## src/rtl/alu_wide_ctrl_pkg.sv

```systemverilog
// rtl/alu_wide_ctrl_pkg.sv - shared types and helpers for the 16-bit ALU sequencer
package alu_wide_ctrl_pkg;

   typedef enum logic [2:0] {
      W_ADD  = 3'd0,
      W_SUB  = 3'd1,
      W_AND  = 3'd2,
      W_OR   = 3'd3,
      W_XOR  = 3'd4,
      W_SHL1 = 3'd5,
      W_SHR1 = 3'd6,
      W_MOV  = 3'd7
   } wide_op_e;

   typedef enum logic [2:0] {
      IDLE = 3'd0,
      P1   = 3'd1,
      P2   = 3'd2,
      P3   = 3'd3,
      DONE = 3'd4
   } wide_state_e;

   // Operation codes understood by the shared 8-bit ALU OP port.
   typedef enum logic [3:0] {
      KADD = 4'h0,
      KSUB = 4'h1,
      KLSH = 4'h2,
      KRSH = 4'h3,
      KAND = 4'h4,
      kor  = 4'h5,
      KXOR = 4'h6,
      KLOA = 4'h7
   } op_mne_e;

   function automatic logic is_three_pass(input wide_op_e op);
      return (op == W_ADD) || (op == W_SUB) || (op == W_SHL1) || (op == W_SHR1);
   endfunction

   // ALU code used for the two byte passes P1/P2.
   function automatic op_mne_e byte_pass_mne(input wide_op_e op);
      case (op)
         W_ADD:   return KADD;
         W_SUB:   return KSUB;
         W_AND:   return KAND;
         W_OR:    return kor;
         W_XOR:   return KXOR;
         W_SHL1:  return KLSH;
         W_SHR1:  return KRSH;
         default: return KLOA;
      endcase
   endfunction

endpackage

```

## src/rtl/alu_wide_ctrl_if.sv

```systemverilog
// rtl/alu_wide_ctrl_if.sv - request/response and ALU port bundle for alu_wide_ctrl
interface alu_wide_ctrl_if;
   import alu_wide_ctrl_pkg::*;

   logic        start;
   wide_op_e    op;
   logic [15:0] a;
   logic [15:0] b;
   logic [7:0]  alu_a;
   logic [7:0]  alu_b;
   op_mne_e     alu_op;
   logic [7:0]  alu_out;
   logic        busy;
   logic        done;
   logic [15:0] result;
   logic        carry_out;
   logic        zero;

   modport master (
      output start, op, a, b, alu_out,
      input  alu_a, alu_b, alu_op, busy, done, result, carry_out, zero
   );

   modport slave (
      input  start, op, a, b, alu_out,
      output alu_a, alu_b, alu_op, busy, done, result, carry_out, zero
   );

endinterface

```

## src/rtl/alu_wide_ctrl.sv

```systemverilog
// rtl/alu_wide_ctrl.sv - sequences 16-bit ops as two or three passes over an 8-bit ALU
module alu_wide_ctrl
   import alu_wide_ctrl_pkg::*;
(
   input  logic          CLK,
   input  logic          Reset,
   alu_wide_ctrl_if.slave bus
);

   wide_state_e state_q;
   wide_op_e    op_q;
   logic [15:0] a_q;
   logic [15:0] b_q;
   logic [7:0]  p1_q;
   logic [7:0]  p2_q;
   logic        c_q;
   logic        ch_q;
   logic [15:0] result_q;
   logic        carry_q;
   logic        done_q;
   logic        busy_q;

   logic [7:0]  a_lo, a_hi, b_lo, b_hi;
   logic        p1_carry;
   logic        p2_carry;
   logic        p3_fix;

   assign a_lo = a_q[7:0];
   assign a_hi = a_q[15:8];
   assign b_lo = b_q[7:0];
   assign b_hi = b_q[15:8];

   // SHR1 walks high byte first so the bit shifted out of a_hi can enter lo[7].
   always_comb begin
      bus.alu_a  = 8'h00;
      bus.alu_b  = 8'h00;
      bus.alu_op = KAND;
      case (state_q)
         P1: begin
            bus.alu_op = byte_pass_mne(op_q);
            case (op_q)
               W_SHL1:  begin bus.alu_a = a_lo; bus.alu_b = 8'd1; end
               W_SHR1:  begin bus.alu_a = a_hi; bus.alu_b = 8'd1; end
               default: begin bus.alu_a = a_lo; bus.alu_b = b_lo; end
            endcase
         end
         P2: begin
            bus.alu_op = byte_pass_mne(op_q);
            case (op_q)
               W_SHL1:  begin bus.alu_a = a_hi; bus.alu_b = 8'd1; end
               W_SHR1:  begin bus.alu_a = a_lo; bus.alu_b = 8'd1; end
               default: begin bus.alu_a = a_hi; bus.alu_b = b_hi; end
            endcase
         end
         P3: begin
            bus.alu_a = p2_q;
            if (op_q == W_ADD || op_q == W_SUB) begin
               bus.alu_op = byte_pass_mne(op_q);
            end else begin
               bus.alu_op = kor;
            end
            if (op_q == W_SHR1) begin
               bus.alu_b = {c_q, 7'b0};
            end else begin
               bus.alu_b = {7'b0, c_q};
            end
         end
         default: ;
      endcase
   end

   // The ALU carries nothing out, so carry/borrow is recovered from operand compares.
   always_comb begin
      p1_carry = 1'b0;
      p2_carry = 1'b0;
      p3_fix   = 1'b0;
      case (op_q)
         W_ADD: begin
            p1_carry = bus.alu_out < a_lo;
            p2_carry = bus.alu_out < a_hi;
            p3_fix   = c_q & (bus.alu_out == 8'h00);
         end
         W_SUB: begin
            p1_carry = a_lo < b_lo;
            p2_carry = a_hi < b_hi;
            p3_fix   = c_q & (p2_q == 8'h00);
         end
         W_SHL1: begin
            p1_carry = a_lo[7];
            p2_carry = a_hi[7];
         end
         W_SHR1: begin
            p1_carry = a_hi[0];
            p2_carry = a_lo[0];
         end
         default: ;
      endcase
   end

   always_ff @(posedge CLK) begin
      if (Reset) begin
         state_q  <= IDLE;
         op_q     <= W_ADD;
         a_q      <= 16'h0000;
         b_q      <= 16'h0000;
         p1_q     <= 8'h00;
         p2_q     <= 8'h00;
         c_q      <= 1'b0;
         ch_q     <= 1'b0;
         result_q <= 16'h0000;
         carry_q  <= 1'b0;
         done_q   <= 1'b0;
         busy_q   <= 1'b0;
      end else begin
         done_q <= 1'b0;
         case (state_q)
            IDLE: begin
               if (bus.start) begin
                  op_q    <= bus.op;
                  a_q     <= bus.a;
                  b_q     <= bus.b;
                  busy_q  <= 1'b1;
                  state_q <= P1;
               end
            end
            P1: begin
               p1_q    <= bus.alu_out;
               c_q     <= p1_carry;
               state_q <= P2;
            end
            P2: begin
               if (is_three_pass(op_q)) begin
                  p2_q    <= bus.alu_out;
                  ch_q    <= p2_carry;
                  state_q <= P3;
               end else begin
                  result_q <= {bus.alu_out, p1_q};
                  carry_q  <= 1'b0;
                  done_q   <= 1'b1;
                  state_q  <= DONE;
               end
            end
            P3: begin
               if (op_q == W_SHR1) begin
                  result_q <= {p1_q, bus.alu_out};
               end else begin
                  result_q <= {bus.alu_out, p1_q};
               end
               carry_q <= ch_q | p3_fix;
               done_q  <= 1'b1;
               state_q <= DONE;
            end
            DONE: begin
               busy_q  <= 1'b0;
               state_q <= IDLE;
            end
            default: begin
               busy_q  <= 1'b0;
               state_q <= IDLE;
            end
         endcase
      end
   end

   assign bus.busy      = busy_q;
   assign bus.done      = done_q;
   assign bus.result    = result_q;
   assign bus.carry_out = carry_q;
   assign bus.zero      = (result_q == 16'h0000);

endmodule

```

## src/flat_wrapper.sv

```systemverilog
// flat-port wrapper written by rule: the top's interface ports become plain ports
module alu_wide_ctrl_flat import alu_wide_ctrl_pkg::*;
  (CLK, Reset, bus_start, bus_op, bus_a, bus_b, bus_alu_out, bus_alu_a, bus_alu_b, bus_alu_op, bus_busy, bus_done, bus_result, bus_carry_out, bus_zero);
  alu_wide_ctrl_if bus_i ();
  input  logic CLK;
  input  logic Reset;
  input wire logic [$bits(bus_i.start)-1:0] bus_start;
  input wire logic [$bits(bus_i.op)-1:0] bus_op;
  input wire logic [$bits(bus_i.a)-1:0] bus_a;
  input wire logic [$bits(bus_i.b)-1:0] bus_b;
  input wire logic [$bits(bus_i.alu_out)-1:0] bus_alu_out;
  output wire logic [$bits(bus_i.alu_a)-1:0] bus_alu_a;
  output wire logic [$bits(bus_i.alu_b)-1:0] bus_alu_b;
  output wire logic [$bits(bus_i.alu_op)-1:0] bus_alu_op;
  output wire logic [$bits(bus_i.busy)-1:0] bus_busy;
  output wire logic [$bits(bus_i.done)-1:0] bus_done;
  output wire logic [$bits(bus_i.result)-1:0] bus_result;
  output wire logic [$bits(bus_i.carry_out)-1:0] bus_carry_out;
  output wire logic [$bits(bus_i.zero)-1:0] bus_zero;
  assign bus_i.start = bus_start;
  assign bus_i.op = bus_op;
  assign bus_i.a = bus_a;
  assign bus_i.b = bus_b;
  assign bus_i.alu_out = bus_alu_out;
  assign bus_alu_a = bus_i.alu_a;
  assign bus_alu_b = bus_i.alu_b;
  assign bus_alu_op = bus_i.alu_op;
  assign bus_busy = bus_i.busy;
  assign bus_done = bus_i.done;
  assign bus_result = bus_i.result;
  assign bus_carry_out = bus_i.carry_out;
  assign bus_zero = bus_i.zero;
  alu_wide_ctrl u_core (.CLK(CLK), .Reset(Reset), .bus(bus_i));
endmodule
```

## config.mk

```make
export PLATFORM = sky130hd
export DESIGN_NAME = alu_wide_ctrl_flat
export DESIGN_NICKNAME = d
export VERILOG_FILES = /design/src/rtl/alu_wide_ctrl_pkg.sv /design/src/rtl/alu_wide_ctrl_if.sv /design/src/rtl/alu_wide_ctrl.sv /design/src/flat_wrapper.sv
export SDC_FILE = /design/constraint.sdc
export NUM_CORES = 1
export LEC_CHECK = 0
export ABC_CLOCK_PERIOD_IN_PS = 1700
export BUFFER_PORTS_ARGS = -buffer_cell sky130_fd_sc_hd__buf_2
export CAP_MARGIN = 5
export CELL_PAD_IN_SITES_DETAIL_PLACEMENT = 0
export CELL_PAD_IN_SITES_GLOBAL_PLACEMENT = 1
export CORE_MARGIN = 1
export CORE_UTILIZATION = 40
export CTS_BUF_LIST = sky130_fd_sc_hd__clkbuf_16
export DETAILED_ROUTE_END_ITERATION = 10
export HOLD_SLACK_MARGIN = 0.15
export PLACE_DENSITY = 0.89
export SYNTH_ARGS = -nofsm -noshare
export SYNTH_HDL_FRONTEND = slang
export SYNTH_SLANG_ARGS = --single-unit
```

## constraint.sdc

```tcl
create_clock -name CLK -period 1.7 [get_ports CLK]
set_input_delay 0.085 -clock CLK [delete_from_list [all_inputs] [get_ports CLK]]
set_output_delay 0.085 -clock CLK [all_outputs]
set_load 0.02 [all_outputs]
```

After elaboration in Yosys (flattened, before gate mapping)
Cells that the tools add are included.
{"block": "word_totals", "reg_bits": 75, "inputBits": 46, "elab_cells": 72, "output_inout_bits": 40}
{"block": "classes", "order_cmp": 4, "reduce_logical": 16, "n_eq_ne": 11, "bitwise_logic": 4, "n_mux": 25}
{"operator": "8-bit case mux with 3 select lines", "n": 2}
{"operator": "8-bit two-way mux", "n": 5}
{"operator": "8-bit less-than comparator", "n": 4}
{"operator": "16-bit two-way mux", "n": 2}
{"operator": "16-bit case mux with 2 select lines", "n": 1}
{"operator": "3-bit case mux with 7 select lines", "n": 1}
{"operator": "16-bit zero test", "n": 1}
{"operator": "8-bit zero test", "n": 2}
{"operator": "3-bit by 2-bit equality test with 1-bit output, second input constant", "n": 4}
{"operator": "3-bit case mux with 4 select lines", "n": 1}
{"operator": "3-bit equality test, second input constant", "n": 3}
{"operator": "3-bit two-way mux", "n": 3}
{"operator": "1-bit case mux with 2 select lines", "n": 4}
{"operator": "1-bit case mux with 4 select lines", "n": 2}
{"operator": "4-bit case mux with 2 select lines", "n": 1}
{"operator": "2-bit AND reduction", "n": 4}
{"operator": "3-bit by 1-bit equality test with 1-bit output, second input constant", "n": 2}
{"operator": "3-bit zero test", "n": 2}
{"operator": "2-bit != test, second input constant", "n": 2}
{"operator": "2-bit OR reduction", "n": 2}
{"operator": "1-bit logical OR", "n": 3}
{"operator": "1-bit two-way mux", "n": 3}
{"operator": "3-bit OR reduction", "n": 1}
{"operator": "1-bit bitwise AND", "n": 2}
{"operator": "other kinds (3)", "n": 3}

Depth between registers and ports, before layout
{"block": "depth", "depth_word": 6, "depth_mapped": 7, "mapped_depth_nobuf": 7}

Worst setup path after synthesis
No wires, ideal clock.
{"block": "synth_timing", "kind": "register -> output", "from": "register u_core.op_q[2]", "to": "output port bus_alu_op[0]", "slack_ns": -0.265, "path_buffers": 1, "arrival_ns": 1.880, "required_ns": 1.615, "stages_incl_launch_ff": 4, "cell_sequence": "dfxtp_1 > buf_1 > mux2i_1 > a2111oi_0"}
{"block": "synth_between", "elab_chain_cells": 4, "elab_cells_between_ends": 11, "classes_between": "eq/ne (6); mux (3); reduce/logical (2)"}
{"element": "start: declaration", "line_no": "alu_wide_ctrl.sv:11", "text": "wide_op_e op_q;"}
{"element": "start signal: assignment", "line_no": "alu_wide_ctrl.sv:119", "text": "op_q <= bus.op;"}
{"element": "3-bit equality test, or another cell as far along", "line_no": "alu_wide_ctrl_pkg.sv:41", "text": "case (op)"}
{"element": "3-bit case mux with 7 select lines or 1-bit logical OR (tied branches)", "line_no": "alu_wide_ctrl_pkg.sv:41, alu_wide_ctrl.sv:57"}
{"element": "3-bit two-way mux", "line_no": "alu_wide_ctrl.sv:57", "text": "if (op_q == W_ADD || op_q == W_SUB) begin"}
{"element": "4-bit case mux with 2 select lines (*)", "line_no": "alu_wide_ctrl.sv:38", "text": "case (state_q)"}
{"element": "end: declaration", "line_no": "flat_wrapper.sv:14", "text": "output wire logic [$bits(bus_i.alu_op)-1:0] bus_alu_op;"}
Mark *: on every way between the ends. The rest lies on a longest branch, timed or not.

Worst setup path after layout
{"block": "layout_timing", "from": "register u_core.op_q[0]", "to": "output port bus_alu_b[7]"}
{"block": "layout_between", "elab_chain_cells": 4, "elab_cells_between_ends": 7, "classes_between": "eq/ne (2); mux (4); reduce/logical (1)"}
{"element": "3-bit equality test (on tied branches)", "line_no": "alu_wide_ctrl.sv:41, alu_wide_ctrl.sv:49, alu_wide_ctrl.sv:62"}
{"element": "2-bit OR reduction (no line)"}
{"element": "8-bit two-way mux (on tied branches)", "line_no": "alu_wide_ctrl.sv:49, alu_wide_ctrl.sv:41"}
{"element": "8-bit case mux with 3 select lines (*)", "line_no": "alu_wide_ctrl.sv:38"}
{"element": "end: declaration", "line_no": "flat_wrapper.sv:13", "text": "output wire logic [$bits(bus_i.alu_b)-1:0] bus_alu_b;"}
Marks and branches as above.

==> impl_metrics.toml <==
[worst_setup_path]
criticalPathCategory = "flip-flop to primary output"
cp-start-kind = "flip-flop"
r2r_start = "u_core.op_q[0]"
reg2reg_depth = 8
critPathRequiredTime_ps = 1620
worstSetupEndpointType = "primary output"
critPathArrivalTime_ps = 1820
worstPathMaxFanout = 7
r2r_end = "u_core.bus.result[12]"
reg2reg_slack_ps = -110

[synthesis]
synth_compound_area_frac = 0.190
ys.warnings.count = 0
synth_nets = 576
synth-async-reset-ratio = 0
synth_mux_area_frac = 0.0872
yosysTopAreaCellShare = 0.363
synth-simple-area-share = 0.192
synth_top_family_by_area = "simple AND/OR/NAND/NOR gates"
ys.flop_type = "dfxtp_1"
synth_edf_count = 0
synth.area.top_cells = "dfxtp_1 36%, mux2i_1 8.7%, ha_1 8.5%"
synth_area_leader_cell = "dfxtp_1"
synth.distinct_cells = 46
synthAdderAreaFrac = 0.0847
synth_area_mm2 = 0.00413
ys_seq_elements = 75
syn_inst = 502
synth.avg_cell_area_um2 = 8.23
synthXorXnorAreaFrac = 0.00393
ys_seq_area_frac = 0.363

[routing]
antenna_left = 0
first_iter_violations = 247
vias_per_cell = 5.26
first_pass_iters = 7
totalWireLength_um = 12300
drc_errors = 0
num_vias = 4132
wire_per_inst_um = 15.6

[hold_path]
hold_class = "primary input to flip-flop"
min_path_cells = 3
whs_endpoint = "u_core.p1_q[3]"
hp-start = "bus_alu_out[3]"

[clock_network]
cts_made_buffers = 9
clkSinkCount = 75
htreeDepth = 3
cts.path.max_buffers = 2
cts_tree = "done"
root_buffer = "clkbuf_16"
path_clk_slew_ps = 60
clock_latency_ps = 340

[finish]
fillerInstances = 896
drive_above_1_share = 0.286
seqCellArea_mm2 = 0.00152
final_cell_mix = "83 x nand2_1, 74 x buf_2, 69 x dfxtp_1, 43 x inv_1, 43 x dlygate4sd3_1"
syn_to_final_growth_pct = 43.1
fin_area_mm2 = 0.00592
nets = 722
mostFrequentLayoutCell = "nand2_1"
multi_input_area_mm2 = 0.00247
diodes = 0

[timing]
period_needed_ps = 1910
worst_pin_slew_ps = 633
worst_slack_ps = -209
setup_violations = 41
drv_slew = 0
skew_ps = 11.5
relSlewSlack = 0.578
post-route-period-util = 1.12
fmax_ghz = 0.524
rsz0062_at_grt = "true"
hold_viol = 0

[power]
power_leakage_uw = 0.00249
ir_drop_mv = 0.568
finalPower_uw = 5220
powerDensity_mw_per_mm2 = 882

[place]
place_congestion = 0.956
pre_cts_ws_ps = -195
io_buffers = 84
hpwl_um = 8320
placed_area_mm2 = 0.00487

[grt]
antenna_found_initial = 0
grt_max_degree = 54
grt_overflow = 0
grt_use_total = 0.231
grt_pass1_wl_um = 20000
grt_pass1_vias = 4138

[run]
max-cap-violations = 0

[floorplan]
placementRows = 36
die_height_um = 104
coreArea_mm2 = 0.00991
die_area_mm2 = 0.0107
ios = 86
die_w_um = 104
start_util = 0.417

[status]
status = "finished, violations left"
violations = "setup timing"
repair_timing:
item	in CTS	in global routing
hold buffers	43	0
hold endpoints to repair	48	0
gates resized for setup	48	21
setup buffers	1	3
setup endpoints to repair	22	44
cloned	0	2
pin swaps	10	10
registers in the layout, indices dropped and copies added (netlist names):
register / flops
u_core.a_q: 16
u_core.b_q: 16
u_core.bus.busy: 1
u_core.bus.carry_out: 1
u_core.bus.done: 1
u_core.bus.result: 16
u_core.c_q: 1
u_core.ch_q: 1
u_core.op_q: 3
u_core.p1_q: 8
u_core.p2_q: 8
u_core.state_q: 3
metal layers:
layer	global-route usage	wire (um)	up-vias
li1	-	-	2030
met1	0.282	5310	1953
met2	0.398	6120	129
met3	0.0491	576	20
met4	0.0867	272	0
met5	0	0	-
synthesized netlist by cell type (all sizes together) (7+ instances only):
library cell  instances
a211oi               21
buf                  19
nor2                 47
inv                  43
nand3                 7
dfxtp                75
o21ai                 8
nand2                84
nor4                 10
mux2i                36
a22oi                 9
ha                   28
a21oi                44
a222oi                8
clkbuf               13
cell families after synthesis:
| kind of cell | after synthesis |
|---|---|
| AOI/OAI and AO/OA | 108 |
| xor gates and xnor gates | 1 |
| adders and majority gates | 28 |
| buffers and inverters | 75 |
| DFF | 75 |
| muxes | 36 |
| other | 1 |
| and+or+nand+nor | 178 |
worst max-delay path, stage by stage (launching register included):
cell	delay [ps]
dfxtp_2	330
buf_4	160
nor2b_2	170
o21a_1	210
or2_4	330
o21ai_2	160
buf_6	130
how the worst max path moves through the flow:
stage,cells after the start,endpoint,from,slack (ps)
final,6,bus_alu_b[7],u_core.op_q[0],-210
after global placement,6,bus_alu_a[2],u_core.op_q[1],-110
after floorplan,3,bus_alu_op[0],u_core.op_q[2],-20
after detailed placement,6,bus_alu_a[7],u_core.op_q[1],-190
after global routing,6,bus_alu_a[1],u_core.op_q[0],-290
after CTS,6,bus_alu_a[7],u_core.op_q[0],-200
stage by stage:
step | instances | setup TNS (ps) | util | hold WS [ps]
floorplan | 502 | -23.0 | - | 221
detailed placement | 721 | -1350 | 0.491 | 330
finish | 786 | -4310 | 0.597 | 152
global placement | 721 | -734 | 0.491 | 326
CTS | 781 | -2750 | 0.582 | 153
global route | 786 | -7050 | 0.597 | 170
layout make-up:
type	count	area share
clock buffers	9	0.0381
clock inverters	7	0.0125
flip-flops and latches	75	0.256
well taps	133	0.0281
inverters	43	0.0273
multi-input cells	352	0.418
repair buffers	167	0.220
report_power, final:
| part | internal (uW) | switching, uW | total [uW] |
|---|---|---|---|
| combinational | 580 | 689 | 1270 |
| sequential | 1880 | 128 | 2010 |
| clock | 1140 | 791 | 1940 |
(Power assumes the default switching activity.)
